===== config.mk =====
export PLATFORM = sky130hd
export DESIGN_NAME = cla_adder_pipe
export DESIGN_NICKNAME = d
export VERILOG_FILES = /design/src/rtl/cla_pkg.sv /design/src/rtl/cla_slice.sv /design/src/rtl/cla_adder_pipe.sv
export SDC_FILE = /design/constraint.sdc
export NUM_CORES = 1
export LEC_CHECK = 0
export ABC_AREA = 1
export CORE_MARGIN = 2
export CORE_UTILIZATION = 49
export CTS_BUF_LIST = sky130_fd_sc_hd__clkbuf_8
export DETAILED_ROUTE_END_ITERATION = 10
export GPL_ROUTABILITY_DRIVEN = 0
export GPL_TIMING_DRIVEN = 0
export PLACE_DENSITY = 0.7
export SYNTH_ARGS = -nofsm -noshare
export SYNTH_HDL_FRONTEND = slang
export SYNTH_SLANG_ARGS = --single-unit

===== constraint.sdc =====
create_clock -name i_clk -period 4.9 [get_ports i_clk]
set_input_delay 0.98 -clock i_clk [delete_from_list [all_inputs] [get_ports i_clk]]
set_output_delay 0.98 -clock i_clk [all_outputs]
set_load 0.05 [all_outputs]

===== src/rtl/cla_pkg.sv =====
// Shared defaults and the per-stage pipeline record for the pipelined CLA adder.
package cla_pkg;

    localparam int CLA_WIDTH  = 64;
    localparam int CLA_STAGES = 4;

    // Fields are sized for the default width; a narrower adder leaves the upper bits at zero.
    typedef struct packed {
        logic                 valid;
        logic                 carry;
        logic [CLA_WIDTH-1:0] sum;
        logic [CLA_WIDTH-1:0] a;
        logic [CLA_WIDTH-1:0] b;
    } cla_stage_t;

    function automatic logic cla_is_zero(input logic [CLA_WIDTH-1:0] v);
        return (v == {CLA_WIDTH{1'b0}});
    endfunction

endpackage


===== src/rtl/cla_slice.sv =====
// Combinational N-bit carry-lookahead slice: every carry is a flat sum of
// generate/propagate products rather than a ripple chain.
module cla_slice #(
    parameter int N = 16
) (
    input  logic [N-1:0] i_a,
    input  logic [N-1:0] i_b,
    input  logic         i_cin,
    output logic [N-1:0] o_sum,
    output logic         o_cout,
    output logic         o_msb_cin
);

    logic [N-1:0] w_g;
    logic [N-1:0] w_p;
    logic [N-1:0] w_c;
    logic         w_grp_g;
    logic         w_grp_p;

    assign w_g = i_a & i_b;
    assign w_p = i_a ^ i_b;

    // Lookahead carries per bit; the top term yields the group generate/propagate.
    always_comb begin
        logic v_acc;
        logic v_pp;
        w_c     = {N{1'b0}};
        w_grp_g = 1'b0;
        w_grp_p = 1'b0;
        v_acc   = 1'b0;
        v_pp    = 1'b0;
        w_c[0]  = i_cin;
        for (int i = 0; i < N; i++) begin
            v_acc = w_g[i];
            v_pp  = w_p[i];
            for (int j = i - 1; j >= 0; j--) begin
                v_acc = v_acc | (v_pp & w_g[j]);
                v_pp  = v_pp & w_p[j];
            end
            if (i < N - 1) begin
                w_c[i+1] = v_acc | (v_pp & i_cin);
            end else begin
                w_grp_g = v_acc;
                w_grp_p = v_pp;
            end
        end
    end

    assign o_sum     = w_p ^ w_c;
    assign o_cout    = w_grp_g | (w_grp_p & i_cin);
    assign o_msb_cin = w_c[N-1];

endmodule


===== src/rtl/cla_adder_pipe.sv =====
// Pipelined add/subtract: one CLA slice per stage, operands and partial sums
// skewed through the stage records so each transaction stays aligned.
module cla_adder_pipe
    import cla_pkg::*;
#(
    parameter int WIDTH  = CLA_WIDTH,
    parameter int STAGES = CLA_STAGES
) (
    input  logic             i_clk,
    input  logic             i_rst_n,
    input  logic             i_valid,
    output logic             o_ready,
    input  logic [WIDTH-1:0] i_a,
    input  logic [WIDTH-1:0] i_b,
    input  logic             i_carry_in,
    input  logic             i_sub,
    output logic             o_valid,
    input  logic             i_ready,
    output logic [WIDTH-1:0] o_s,
    output logic             o_carry_out,
    output logic             o_overflow,
    output logic             o_zero
);

    localparam int SW = WIDTH / STAGES;

    cla_stage_t       r_stage [STAGES];
    cla_stage_t       w_next  [STAGES];
    logic [SW-1:0]    w_sa    [STAGES];
    logic [SW-1:0]    w_sb    [STAGES];
    logic [SW-1:0]    w_ss    [STAGES];
    logic             w_sc    [STAGES];
    logic             w_sco   [STAGES];
    logic             w_smsb  [STAGES];
    logic [WIDTH-1:0] w_b_eff;
    logic             w_advance;
    logic             w_overflow;
    logic             w_zero;
    logic             r_overflow;
    logic             r_zero;

    // The whole pipe moves as one: it stalls only when a held result is refused.
    assign w_advance = !r_stage[STAGES-1].valid || i_ready;
    assign o_ready   = w_advance;
    assign w_b_eff   = i_b ^ {WIDTH{i_sub}};

    // Slice operands: stage 0 straight from the ports, later stages from the skew registers.
    always_comb begin
        w_sa[0] = i_a[SW-1:0];
        w_sb[0] = w_b_eff[SW-1:0];
        w_sc[0] = i_carry_in ^ i_sub;
        for (int k = 1; k < STAGES; k++) begin
            w_sa[k] = r_stage[k-1].a[k*SW +: SW];
            w_sb[k] = r_stage[k-1].b[k*SW +: SW];
            w_sc[k] = r_stage[k-1].carry;
        end
    end

    for (genvar g = 0; g < STAGES; g++) begin : g_slice
        cla_slice #(
            .N(SW)
        ) u_slice (
            .i_a      (w_sa[g]),
            .i_b      (w_sb[g]),
            .i_cin    (w_sc[g]),
            .o_sum    (w_ss[g]),
            .o_cout   (w_sco[g]),
            .o_msb_cin(w_smsb[g])
        );
    end

    // Next stage records: each stage inserts its slice of the sum into the carried-forward record.
    always_comb begin
        w_next[0].valid         = i_valid;
        w_next[0].carry         = w_sco[0];
        w_next[0].sum           = {CLA_WIDTH{1'b0}};
        w_next[0].sum[SW-1:0]   = w_ss[0];
        w_next[0].a             = CLA_WIDTH'(i_a);
        w_next[0].b             = CLA_WIDTH'(w_b_eff);
        for (int k = 1; k < STAGES; k++) begin
            w_next[k]                  = r_stage[k-1];
            w_next[k].carry            = w_sco[k];
            w_next[k].sum[k*SW +: SW]  = w_ss[k];
        end
        w_overflow = w_smsb[STAGES-1] ^ w_sco[STAGES-1];
        w_zero     = cla_is_zero(w_next[STAGES-1].sum);
    end

    // Stage registers and output flags; everything holds while the pipe is stalled.
    always_ff @(posedge i_clk or negedge i_rst_n) begin
        if (!i_rst_n) begin
            for (int k = 0; k < STAGES; k++) begin
                r_stage[k] <= {$bits(cla_stage_t){1'b0}};
            end
            r_overflow <= 1'b0;
            r_zero     <= 1'b0;
        end else if (w_advance) begin
            for (int k = 0; k < STAGES; k++) begin
                r_stage[k] <= w_next[k];
            end
            r_overflow <= w_overflow;
            r_zero     <= w_zero;
        end
    end

    assign o_valid     = r_stage[STAGES-1].valid;
    assign o_s         = r_stage[STAGES-1].sum[WIDTH-1:0];
    assign o_carry_out = r_stage[STAGES-1].carry;
    assign o_overflow  = r_overflow;
    assign o_zero      = r_zero;

endmodule


Yosys cells after proc, flatten, opt, wreduce, memory -nomap -nowiden:

Cells that the tools add are included.

* $lt $le $gt $ge: 0
* bitwise logic cells: 1583
* add/subtract/negate cells: 0
* equality and inequality tests: 0
* div/mod/pow operators: 0
* reduce and logical (&&, ||, !) cells: 3
* multipliers: 0
* multiplexer cells: 0
* shift operators: 0

Operators with widths (number)
* $and 1x1->1: 1024
* $or 1x1->1: 544
* $xor 16x16->16: 8
* $and 16x16->16: 4
* $logic_not 64->1: 1
* $xor 64x64->64: 1
* $xor 1x1->1: 2
* $logic_not 1->1: 1
* $logic_or 1x1->1: 1

* memory bits (writable): 0
* logic and storage cells: 1606
* memories: 0
* latch bits: 0
* ROM bits: 0
* flip-flop bits (word level): 554
* output and inout port bits: 69

Logic depth before layout (Yosys ltp):

Gate-level depths: netlist of the first run.

* depth after elaboration: 19
* mapped depth: 16

By module:

A second synthesis of the first run with hierarchy kept.

* cell total of the unflattened synthesis: 2281
* area, all modules: 18810.5 sq um

By module, submodules not included
* cla_adder_pipe: area each 14759.2 sq um, sequential area each 9058.7 sq um, cells an instance 1583, instances 1
* cla_slice at g_slice[0].u_slice ...: area each 1018.5 sq um, sequential area each 0.0 sq um, cells an instance 175, instances 3
* cla_slice at g_slice[3].u_slice: area each 996.0 sq um, sequential area each 0.0 sq um, cells an instance 173, instances 1

Worst setup path before layout of the first run:

No wires, ideal clock.

* path kind: in2out
* start: input i_ready
* end: output o_ready
* stages: 5
* path slack: 1.778 ns
* data arrival time: 2.142 ns
* required time: 3.920 ns
* path buffers: 3
* path through: inv_1 > nand2_1 > buf_2 > clkbuf_1 > clkbuf_1

* word-level cells in the longest chain between the ends: 1

Ends and longest elaborated chain
* start: declaration: line cla_adder_pipe.sv:18 `input logic i_ready,`
* $logic_or 1x1->1: line cla_adder_pipe.sv:43 `assign w_advance = !r_stage[STAGES-1].valid || i_ready;`
* end: declaration: line cla_adder_pipe.sv:12 `output logic o_ready,`

No other way between the ends.

Final worst setup path of the first run:

Ends and elaborated chain as after synthesis.

==> results of run 1 <==
-- layout by cell type, fill, tap and decap left out, drive strengths merged, types with 16 or more instances in the layout --
master,n
a21oi,52
buf,94
clkbuf,133
clkdlybuf4s50,201
dfrtp,362
ha,65
inv,189
nand2,810
nand3,83
nand4,16
nor2,94
o21ai,240
xnor2,55
xor2,31
-- state kept, by name, indices dropped and copies added (netlist names) --
name / count
o_carry_out: 1
o_overflow: 1
o_s: 64
o_valid: 1
o_zero: 1
r_stage: 294
-- layer usage --
layer	routed length [µm]	global-route usage, %	vias to the layer above
met5	0	0	-
met4	1622	9.231	0
met1	20840	34.39	7212
met3	3130	4.367	109
li1	-	-	7484
met2	22220	42.65	478
-- cells by family after synthesis --
group                      synth area share [%]
and+or+nand+nor                           22.72
DFF                                       50.28
buffers and inverters                     8.354
AOI/OAI and AO/OA                         9.514
xor gates and xnor gates                  4.181
adders and majority gates                 4.958
-- power breakdown --
part / internal (µW) / total (µW) / switching (µW)
clock network: 1540 / 2740 / 1200
logic: 2580 / 7240 / 4660
registers: 4330 / 5130 / 801
total: 8450 / 15100 / 6660
-- synth_stat cells, types with 9 or more instances --
cell,number
inv_1,176
a21oi_1,51
dfrtp_1,362
buf_2,17
o21ai_0,237
a31oi_1,12
clkbuf_1,64
xnor2_1,55
ha_1,65
buf_1,9
nand4_1,16
xor2_1,31
buf_4,64
nor2_1,93
nand2_1,805
nor3_1,10
nand3_1,81
-- cell type report --
cell class	count	area, µm²
fill	3282	14500
sequential	362	9059
multi-input combinational	1510	7453
timing repair buffer	205	2110
clock buffer	69	949.7
buffer	154	840.8
inverter	176	660.6
tap	468	585.6
clock inverter	32	276.5
-- worst reg2reg max path: stages, from the launching register on --
cell and delay, ps:
dfrtp_1 370, nand2_1 160, buf_2 520, buf_1 800, clkbuf_1 570, nand2_1 200
nand2_1 130
-- path summary, 6_finish.rpt --
| path | end |
|---|---|
| setup reg to reg | o_s[35]$_DFFE_PN0P_ |
| hold reg to reg | r_stage[441]$_DFFE_PN0P_ |
| max in group asynchronous | r_stage[316]$_DFFE_PN0P_ |
| setup / recovery | o_ready |
| min in group i_clk | r_stage[441]$_DFFE_PN0P_ |
| hold / removal | r_stage[722]$_DFFE_PN0P_ |
-- metrics by stage --
stage	TNS [ps]	instances
floorplan	0	2203
global placement	-4462230	2873
detailed placement	0	2876
CTS	0	2977
global route	0	2976
finish	0	2976
==> metrics.md, run 1 <==
| Metric | Value |
|---|---|
| Avg WL per Cell | 16.07 µm |
| Dpl cell area | 0.02071 mm² |
| Die W | 195.8 µm |
| Cell taking the most area after synthesis | dfrtp_1 |
| Via-to-Cell Ratio | 5.135 |
| Post-Syn Area | 0.01802 mm² |
| Flops & latches, synth | 362 |
| Seq/Total Area, Yosys | 50.28% |
| Clock Skew | 36.00 ps |
| Syn avg cell area | 8.179 µm² |
| Netlist cell types | 37 |
| Critical Path End Type | primary output |
| # IOs | 203 |
| Cell mode on critical path | clkdlybuf4s50_1 |
| Fmax | 227.1 MHz |
| Status | finished clean |
| Beginning of the worst register-to-register path | o_valid$_DFFE_PN0P_ |
| Resize count post-CTS | 0 |
| Clock transition at path regs | 70 ps |
| Sink Count | 362 |
| Syn nets | roughly 2400 |
| RSZ-0062 raised after global routing | no |
| Root Buffer | clkbuf_8 |
| Slew @ Worst Pin | ~980 ps |
| Final Hold Viols | 0 |
| TritonRoute pass-1 iters | 5 |
| Area delta synth->final | 21.74% |
| Hold Buf Count CTS | 0 |
| Die H | 195.8 µm |
| CTS Buf Count | 58 |
| Nets | 2670 |
| Initial drt markers | 1140 |
| Top-area cell type share of the netlist area | 50.28% |
| Initial antenna violation count | 0 |
| Total power | 15100 µW |
| Max-cap viol count | 0 |
| LEAKAGE | 0.01084 µW |
| Finished Cell Area | 0.02193 mm² |
| Period utilization | 89.87% |
| Crit-path cells | clkdlybuf4s50_1, inv_1, nand2_1, buf_2, clkbuf_1, clkdlybuf4s50_1 |
| Post-synthesis cell count | 2203 |
| Vias in the first global route | 15270 |
| Critical path's slowest cell | clkdlybuf4s50_1 |
| HPWL Detailed | 36270 µm |
| CP Depth | 6 |
| Cell family with most CP delay | buffers and inverters |
| Slew Viols, Final | 0 |
| Hold slack | 230.7 ps |
| Crit Path Class | input pin to primary output |
| Share of layout cells above drive strength 1 | 7.536% |
| Crit-path max FO | 19 |
| P per Cell Area | about 690 mW/mm² |
| Utilization after layout | 60.20% |
| Async set-reset flop share out of synthesis | 100.0% |
| Cell depth of the worst flop-to-flop path | 6 |
| Reg2Reg Setup Slack | 2110 ps |
| DRT Wirelength | 47820 µm |
| Final worst setup slack | ~500 ps |
| Max transition margin | a little over a third |
| Row cnt | 70 |
| First-pass GRT wire length | 78500 µm |
| Via count | 15280 |
| Hold Path Class | input pin to async pin |
| Drt drc | 0 |
| Diode count | 0 |
| Post CTS Setup Buffer Count | 0 |
| Worst Setup SP | i_ready |
| WP buf/inv | 5 |
| YS warnings | 0 |
| # setup viols final | 0 |
| Worst EP arrival | 3420 ps |
| Number of flops mapped to enable cells by yosys | 0 |
| Post-DRT Antenna Nets | 0 |
| Die area | 0.03832 mm² |
| TritonCTS clock tree | yes |
| Gr usage total | 25.75% |
| Critical Path Start Type | input pin |
| Synth Flop Type | dfrtp_1 |
| Top cells by area, synth | dfrtp_1 (50%), nand2_1 (17%), o21ai_0 (6.6%) |
| CP max stage delay | 890 ps |
| Largest net degree at the start of global routing | 117 |
| Required @ worst endpoint | 3920 ps |
| PortBufs | a little over 200 |
| Starting Density | between 40 and 50% |
| Post-Place Worst Slack | 15.52 ps |
| Htree depth | 2 |
| Peak VDD IR | ~0.26 mV |
| Clk_lat worst skew | 620 ps |
| Core region area | 0.03643 mm² |
| Period minus WS final | 4404 ps |
| CTS Buffer Depth | 3 |
| Remaining Overflow, GRT | 0 |
(Power assumes the default switching activity.)
==> inputs of run 2 (changes only) <==
--- a/config.mk
+++ b/config.mk
@@ -7,12 +7,12 @@
 export LEC_CHECK = 0
 export ABC_AREA = 1
 export CORE_MARGIN = 2
-export CORE_UTILIZATION = 49
+export CORE_UTILIZATION = 60
 export CTS_BUF_LIST = sky130_fd_sc_hd__clkbuf_8
 export DETAILED_ROUTE_END_ITERATION = 10
 export GPL_ROUTABILITY_DRIVEN = 0
 export GPL_TIMING_DRIVEN = 0
-export PLACE_DENSITY = 0.7
+export PLACE_DENSITY = 0.83
 export SYNTH_ARGS = -nofsm -noshare
 export SYNTH_HDL_FRONTEND = slang
 export SYNTH_SLANG_ARGS = --single-unit
==> run 2 against run 1 <==
Sequential share of layout area rose by 0.26 points. Critical path type unchanged. Cell area fell by 0.62%. Largest power group unchanged. Largest cell class unchanged. Sequential cell count did not move. Worst setup slack improved by 4.2 ps. Global-route usage rose by 5.3 points. Clock skew fell by 2.7 ps.
==> metrics.md, run 2 (synthesis gave the netlist of run 1 again) <==
| Metric | Value |
|---|---|
| Status | finished clean |
| Nets | 2667 |
| LEAKAGE | 0.01083 µW |
| Worst EP arrival | 3420 ps |
| RSZ-0062 raised after global routing | no |
| Diode count | 0 |
| Required @ worst endpoint | roughly 3900 ps |
| DRT Wirelength | 47800 µm |
| Reg with most FFs | r_stage |
| Avg WL per Cell | 16.48 µm |
| Slew Viols, Final | 0 |
| Share of layout cells above drive strength 1 | 7.487% |
| Area delta synth->final | 20.99% |
| Clk_lat worst skew | 610 ps |
| Via count | 15800 |
| Htree depth | 2 |
| Crit-path max FO | 19 |
| Die H | 177.3 µm |
| # setup viols final | 0 |
| Peak VDD IR | 0.3170 mV |
| First-pass GRT wire length | around 77000 µm |
| # fillers | 2203 |
| Fin Setup TNS | 0 ps |
| Hold Path Class | input pin to async pin |
| Max transition margin | 35.82% |
| PortBufs | 202 |
| CTS Buffer Depth | 3 |
| Slew @ Worst Pin | 962.7 ps |
| Row cnt | 63 |
| Hold slack | ~450 ps |
| Critical Path Start Type | input pin |
| Resize count post-CTS | 0 |
| Via-to-Cell Ratio | 5.447 |
| Starting Density | between 60 and 70% |
| Sink Count | 362 |
| Post-Place Worst Slack | around 100 ps |
| Drt drc | 0 |
| Total power | 15100 µW |
| Die area | roughly 0.031 mm² |
| TritonRoute pass-1 iters | 6 |
| CTS Buf Count | 56 |
| Gr usage total | a little under a third |
| Initial antenna violation count | 0 |
| P per Cell Area | between 600 and 700 mW/mm² |
| Largest register FFs | 294 |
| Fmax | 227.3 MHz |
| HPWL Detailed | 35310 µm |
| Clock transition at path regs | 60 ps |
| Clock Skew | 33.25 ps |
| Remaining Overflow, GRT | 0 |
| Largest net degree at the start of global routing | 131 |
| Most frequent cells in the layout | nand2_1 (805), dfrtp_1 (362), o21ai_0 (237), clkdlybuf4s50_1 (201), inv_1 (192) |
| Period minus WS final | 4400 ps |
| Critical Path End Type | primary output |
| Die W | ~180 µm |
| Post CTS Setup Buffer Count | 0 |
| TritonCTS clock tree | yes |
| Vias in the first global route | 15370 |
| Period utilization | about 90% |
| Max-cap viol count | 0 |
| Hold Buf Count CTS | 0 |
| Most common cell after layout, fill and taps aside | nand2_1 |
| Initial drt markers | 1502 |
| Utilization after layout | 73.55% |
| Core region area | 0.02964 mm² |
| Final worst setup slack | 500.4 ps |
| # IOs | 203 |
| Post-DRT Antenna Nets | 0 |
| Final Hold Viols | 0 |
| Crit Path Class | input pin to primary output |
| Root Buffer | clkbuf_8 |
==> run 2: worst paths after layout <==
check	start	endpoint	slack, ps	cells past startpoint
setup / recovery	i_ready	o_ready	500	6
min in group i_clk	r_stage[693]$_DFFE_PN0P_	r_stage[499]$_DFFE_PN0P_	460	2
hold reg to reg	r_stage[693]$_DFFE_PN0P_	r_stage[499]$_DFFE_PN0P_	460	2
setup reg to reg	o_valid$_DFFE_PN0P_	r_stage[663]$_DFFE_PN0P_	2190	6
max in group asynchronous	i_rst_n	o_zero$_DFFE_PN0P_	3250	2
hold / removal	i_rst_n	r_stage[326]$_DFFE_PN0P_	450	1
==> run 2: metrics by stage <==
stage               area [µm²]  instances
detailed placement       20590       2797
floorplan                18020       2203
CTS                      21800       2902
finish                   21800       2901
global route             21800       2901
global placement         20530       2795
==> run 2: cell type report <==
class	instances	area, µm²	area share, %
Clock inverter	31	196.4	0.9012
Tap cell	390	488.0	2.239
Buffer	154	840.8	3.857
Multi-Input combinational cell	1510	7453	34.19
Clock buffer	74	1018	4.672
Sequential cell	362	9059	41.56
Timing Repair Buffer	204	2082	9.551
Inverter	176	660.6	3.031
==> run 2: critical path, cell delays in order <==
cell and delay [ps]:
clkdlybuf4s50_1 460, inv_1 40, nand2_1 130, buf_2 500
clkbuf_1 410, clkdlybuf4s50_1 890
==> run 2: per-layer routing <==
layer | GRT usage, % | up-vias | part of all wire [%]
met2 | 52.24 | 728 | 49
met5 | 0.9615 | - | 0.086
met4 | 13.63 | 2 | 4.3
met3 | 5.334 | 145 | 7.9
met1 | 39.53 | 7456 | 39
li1 | - | 7471 | -
==> run 2: power by group <==
part | switching (µW) | internal, µW
Sequential | 800 | 4330
Clock | 1180 | 1460
Combinational | 4750 | 2580
==> inputs of run 3 (changes only) <==
--- a/config.mk
+++ b/config.mk
@@ -6,13 +6,15 @@
 export NUM_CORES = 1
 export LEC_CHECK = 0
 export ABC_AREA = 1
+export CELL_PAD_IN_SITES_DETAIL_PLACEMENT = 0
+export CELL_PAD_IN_SITES_GLOBAL_PLACEMENT = 2
 export CORE_MARGIN = 2
-export CORE_UTILIZATION = 60
+export CORE_UTILIZATION = 35
 export CTS_BUF_LIST = sky130_fd_sc_hd__clkbuf_8
 export DETAILED_ROUTE_END_ITERATION = 10
 export GPL_ROUTABILITY_DRIVEN = 0
 export GPL_TIMING_DRIVEN = 0
-export PLACE_DENSITY = 0.83
+export PLACE_DENSITY = 0.81
 export SYNTH_ARGS = -nofsm -noshare
 export SYNTH_HDL_FRONTEND = slang
 export SYNTH_SLANG_ARGS = --single-unit
==> constraint.sdc (replaced) <==
create_clock -name i_clk -period 4.98 [get_ports i_clk]
set_input_delay 0.996 -clock i_clk [delete_from_list [all_inputs] [get_ports i_clk]]
set_output_delay 0.996 -clock i_clk [all_outputs]
set_load 0.05 [all_outputs]
==> run 3 against run 2 <==
Utilization shrank 30 points. Combinational power down 2%. Routed wire length grew 14%. Critical endpoint unchanged. Largest cell class unchanged. Largest power group unchanged.
==> metrics.md, run 3 (synthesis gave the netlist of run 1 again) <==
| Metric | Value |
|---|---|
| Starting Density | approximately a third |
| Crit-path cells | clkdlybuf4s50_1, inv_1, nand2_1, buf_2, clkbuf_1, clkdlybuf4s50_1 |
| Required @ worst endpoint | between 3000 and 4000 ps |
| Hold slack | 376.8 ps |
| Max-cap viol count | 0 |
| Post-Place Worst Slack | -23.45 ps |
| WP buf/inv | 5 |
| CTS Buffer Depth | 3 |
| Combinational Power Share | 48.0% |
| Switching power | 6733 µW |
| Share of layout cells above drive strength 1 | 7.628% |
| CTS Buf Count | between 60 and 70 |
| Finished Cell Area | 0.02225 mm² |
| Reg2Reg Setup Slack | around 2100 ps |
| Initial drt markers | 831 |
| Final Hold Viols | 0 |
| Clock power share | 18.4% |
| Cell mode on critical path | clkdlybuf4s50_1 |
| Largest register FFs | 294 |
| Worst EP arrival | 3550 ps |
| Via count | between 15000 and 20000 |
| Critical Path End Type | primary output |
| First-pass GRT wire length | between 80000 and 90000 µm |
| Final worst setup slack | 431.0 ps |
| TritonRoute pass-1 iters | 6 |
| Root Buffer | clkbuf_8 |
| Core region area | approximately 0.051 mm² |
| Crit-path max FO | 19 |
| Via-to-Cell Ratio | 4.701 |
| Total power | 15030 µW |
| Clk_lat worst skew | between 600 and 700 ps |
| Seq pwr share | between 30% and 40% |
| # IOs | 203 |
| Row cnt | 83 |
| Period minus WS final | 4549 ps |
| Fin Setup TNS | 0 ps |
| Dpl cell area | 0.02098 mm² |
| Cell family with most CP delay | buffers and inverters |
| Resize count post-CTS | 0 |
| Drt drc | 0 |
| Peak VDD IR | 0.2322 mV |
| HPWL Detailed | 41090 µm |
| Critical path's slowest cell | clkdlybuf4s50_1 |
| Post CTS Setup Buffer Count | 0 |
| Hold Buf Count CTS | 0 |
| Fmax | 219.8 MHz |
| Crit Path Class | input pin to primary output |
| Most common cell after layout, fill and taps aside | nand2_1 |
| Remaining Overflow, GRT | 0 |
| Slew Viols, Final | 0 |
| Sink Count | 362 |
| Max transition margin | 27.83% |
| Clock Skew | 35.03 ps |
| Clock transition at path regs | 50 ps |
| Hold Path Class | input pin to async pin |
| RSZ-0062 raised after global routing | no |
| # fillers | 5295 |
| LEAKAGE | 0.01088 µW |
| Nets | 2678 |
| Vias in the first global route | 15280 |
| Area delta synth->final | 23.49% |
| Avg WL per Cell | 17.01 µm |
| Post-DRT Antenna Nets | 0 |
| Status | finished clean |
| Critical Path Start Type | input pin |
| Die area | about 0.053 mm² |
| Die H | 230.9 µm |
| Die W | 230.9 µm |
| P per Cell Area | 675.3 mW/mm² |
| # setup viols final | 0 |
| Gr usage total | 20.86% |
| Most frequent cells in the layout | nand2_1 (805), dfrtp_1 (362), o21ai_0 (237), clkdlybuf4s50_1 (201), inv_1 (194) |
| CP max stage delay | 910 ps |
| Largest net degree at the start of global routing | 110 |
| Initial antenna violation count | 0 |
| Htree depth | 3 |
| P_int | 8293 µW |
| Period utilization | roughly nine tenths |
| Switch share | about 45% |
| TritonCTS clock tree | yes |
| Slew @ Worst Pin | ~1100 ps |
| Reg with most FFs | r_stage |
| DRT Wirelength | 54410 µm |
| PortBufs | 202 |
## run 3: routing by layer
metal	vias up	wire length [µm]	part of all wire [%]	track usage [%]
met3	65	2282	4.2	3.496
li1	7488	-	-	-
met4	0	779	1.4	4.234
met2	287	25780	47	34.58
met1	7199	25570	47	28.75
met5	-	0	0	0
## run 3: final timing paths
path / start / cells after the start / end
max: i_ready / 6 / o_ready
min: i_rst_n / 1 / r_stage[722]$_DFFE_PN0P_
max reg2reg: o_valid$_DFFE_PN0P_ / 6 / r_stage[707]$_DFFE_PN0P_
min reg2reg: r_stage[524]$_DFFE_PN0P_ / 2 / r_stage[524]$_DFFE_PN0P_
max in group asynchronous: i_rst_n / 3 / r_stage[626]$_DFFE_PN0P_
min in group i_clk: r_stage[524]$_DFFE_PN0P_ / 2 / r_stage[524]$_DFFE_PN0P_
## run 3: final cells by class
class	count	area (µm²)	share of cell area, %
inverter	176	660.6	2.969
buffer	154	840.8	3.779
sequential	362	9059	40.71
timing repair buffer	205	2110	9.481
antenna	2	5.005	0.02249
clock inverter	27	128.9	0.5792
clock buffer	83	1142	5.134
multi-input combinational	1510	7453	33.50
tap	680	850.8	3.824
## run 3: through the flow
stage	instances	utilization [%]
after global placement	3085	40.89
final	3199	43.55
after detailed placement	3088	41.06
after CTS	3197	43.54
after floorplan	2203	-
after global routing	3197	43.54
## run 3: power groups by stage
stage,sequential [µW],combinational (µW),clock (µW)
global placement,5090,7210,0
global route,5200,8080,2970
detailed placement,5090,7270,0
CTS,5050,7290,2840
finish,5050,7210,2770
floorplan,4840,5050,0
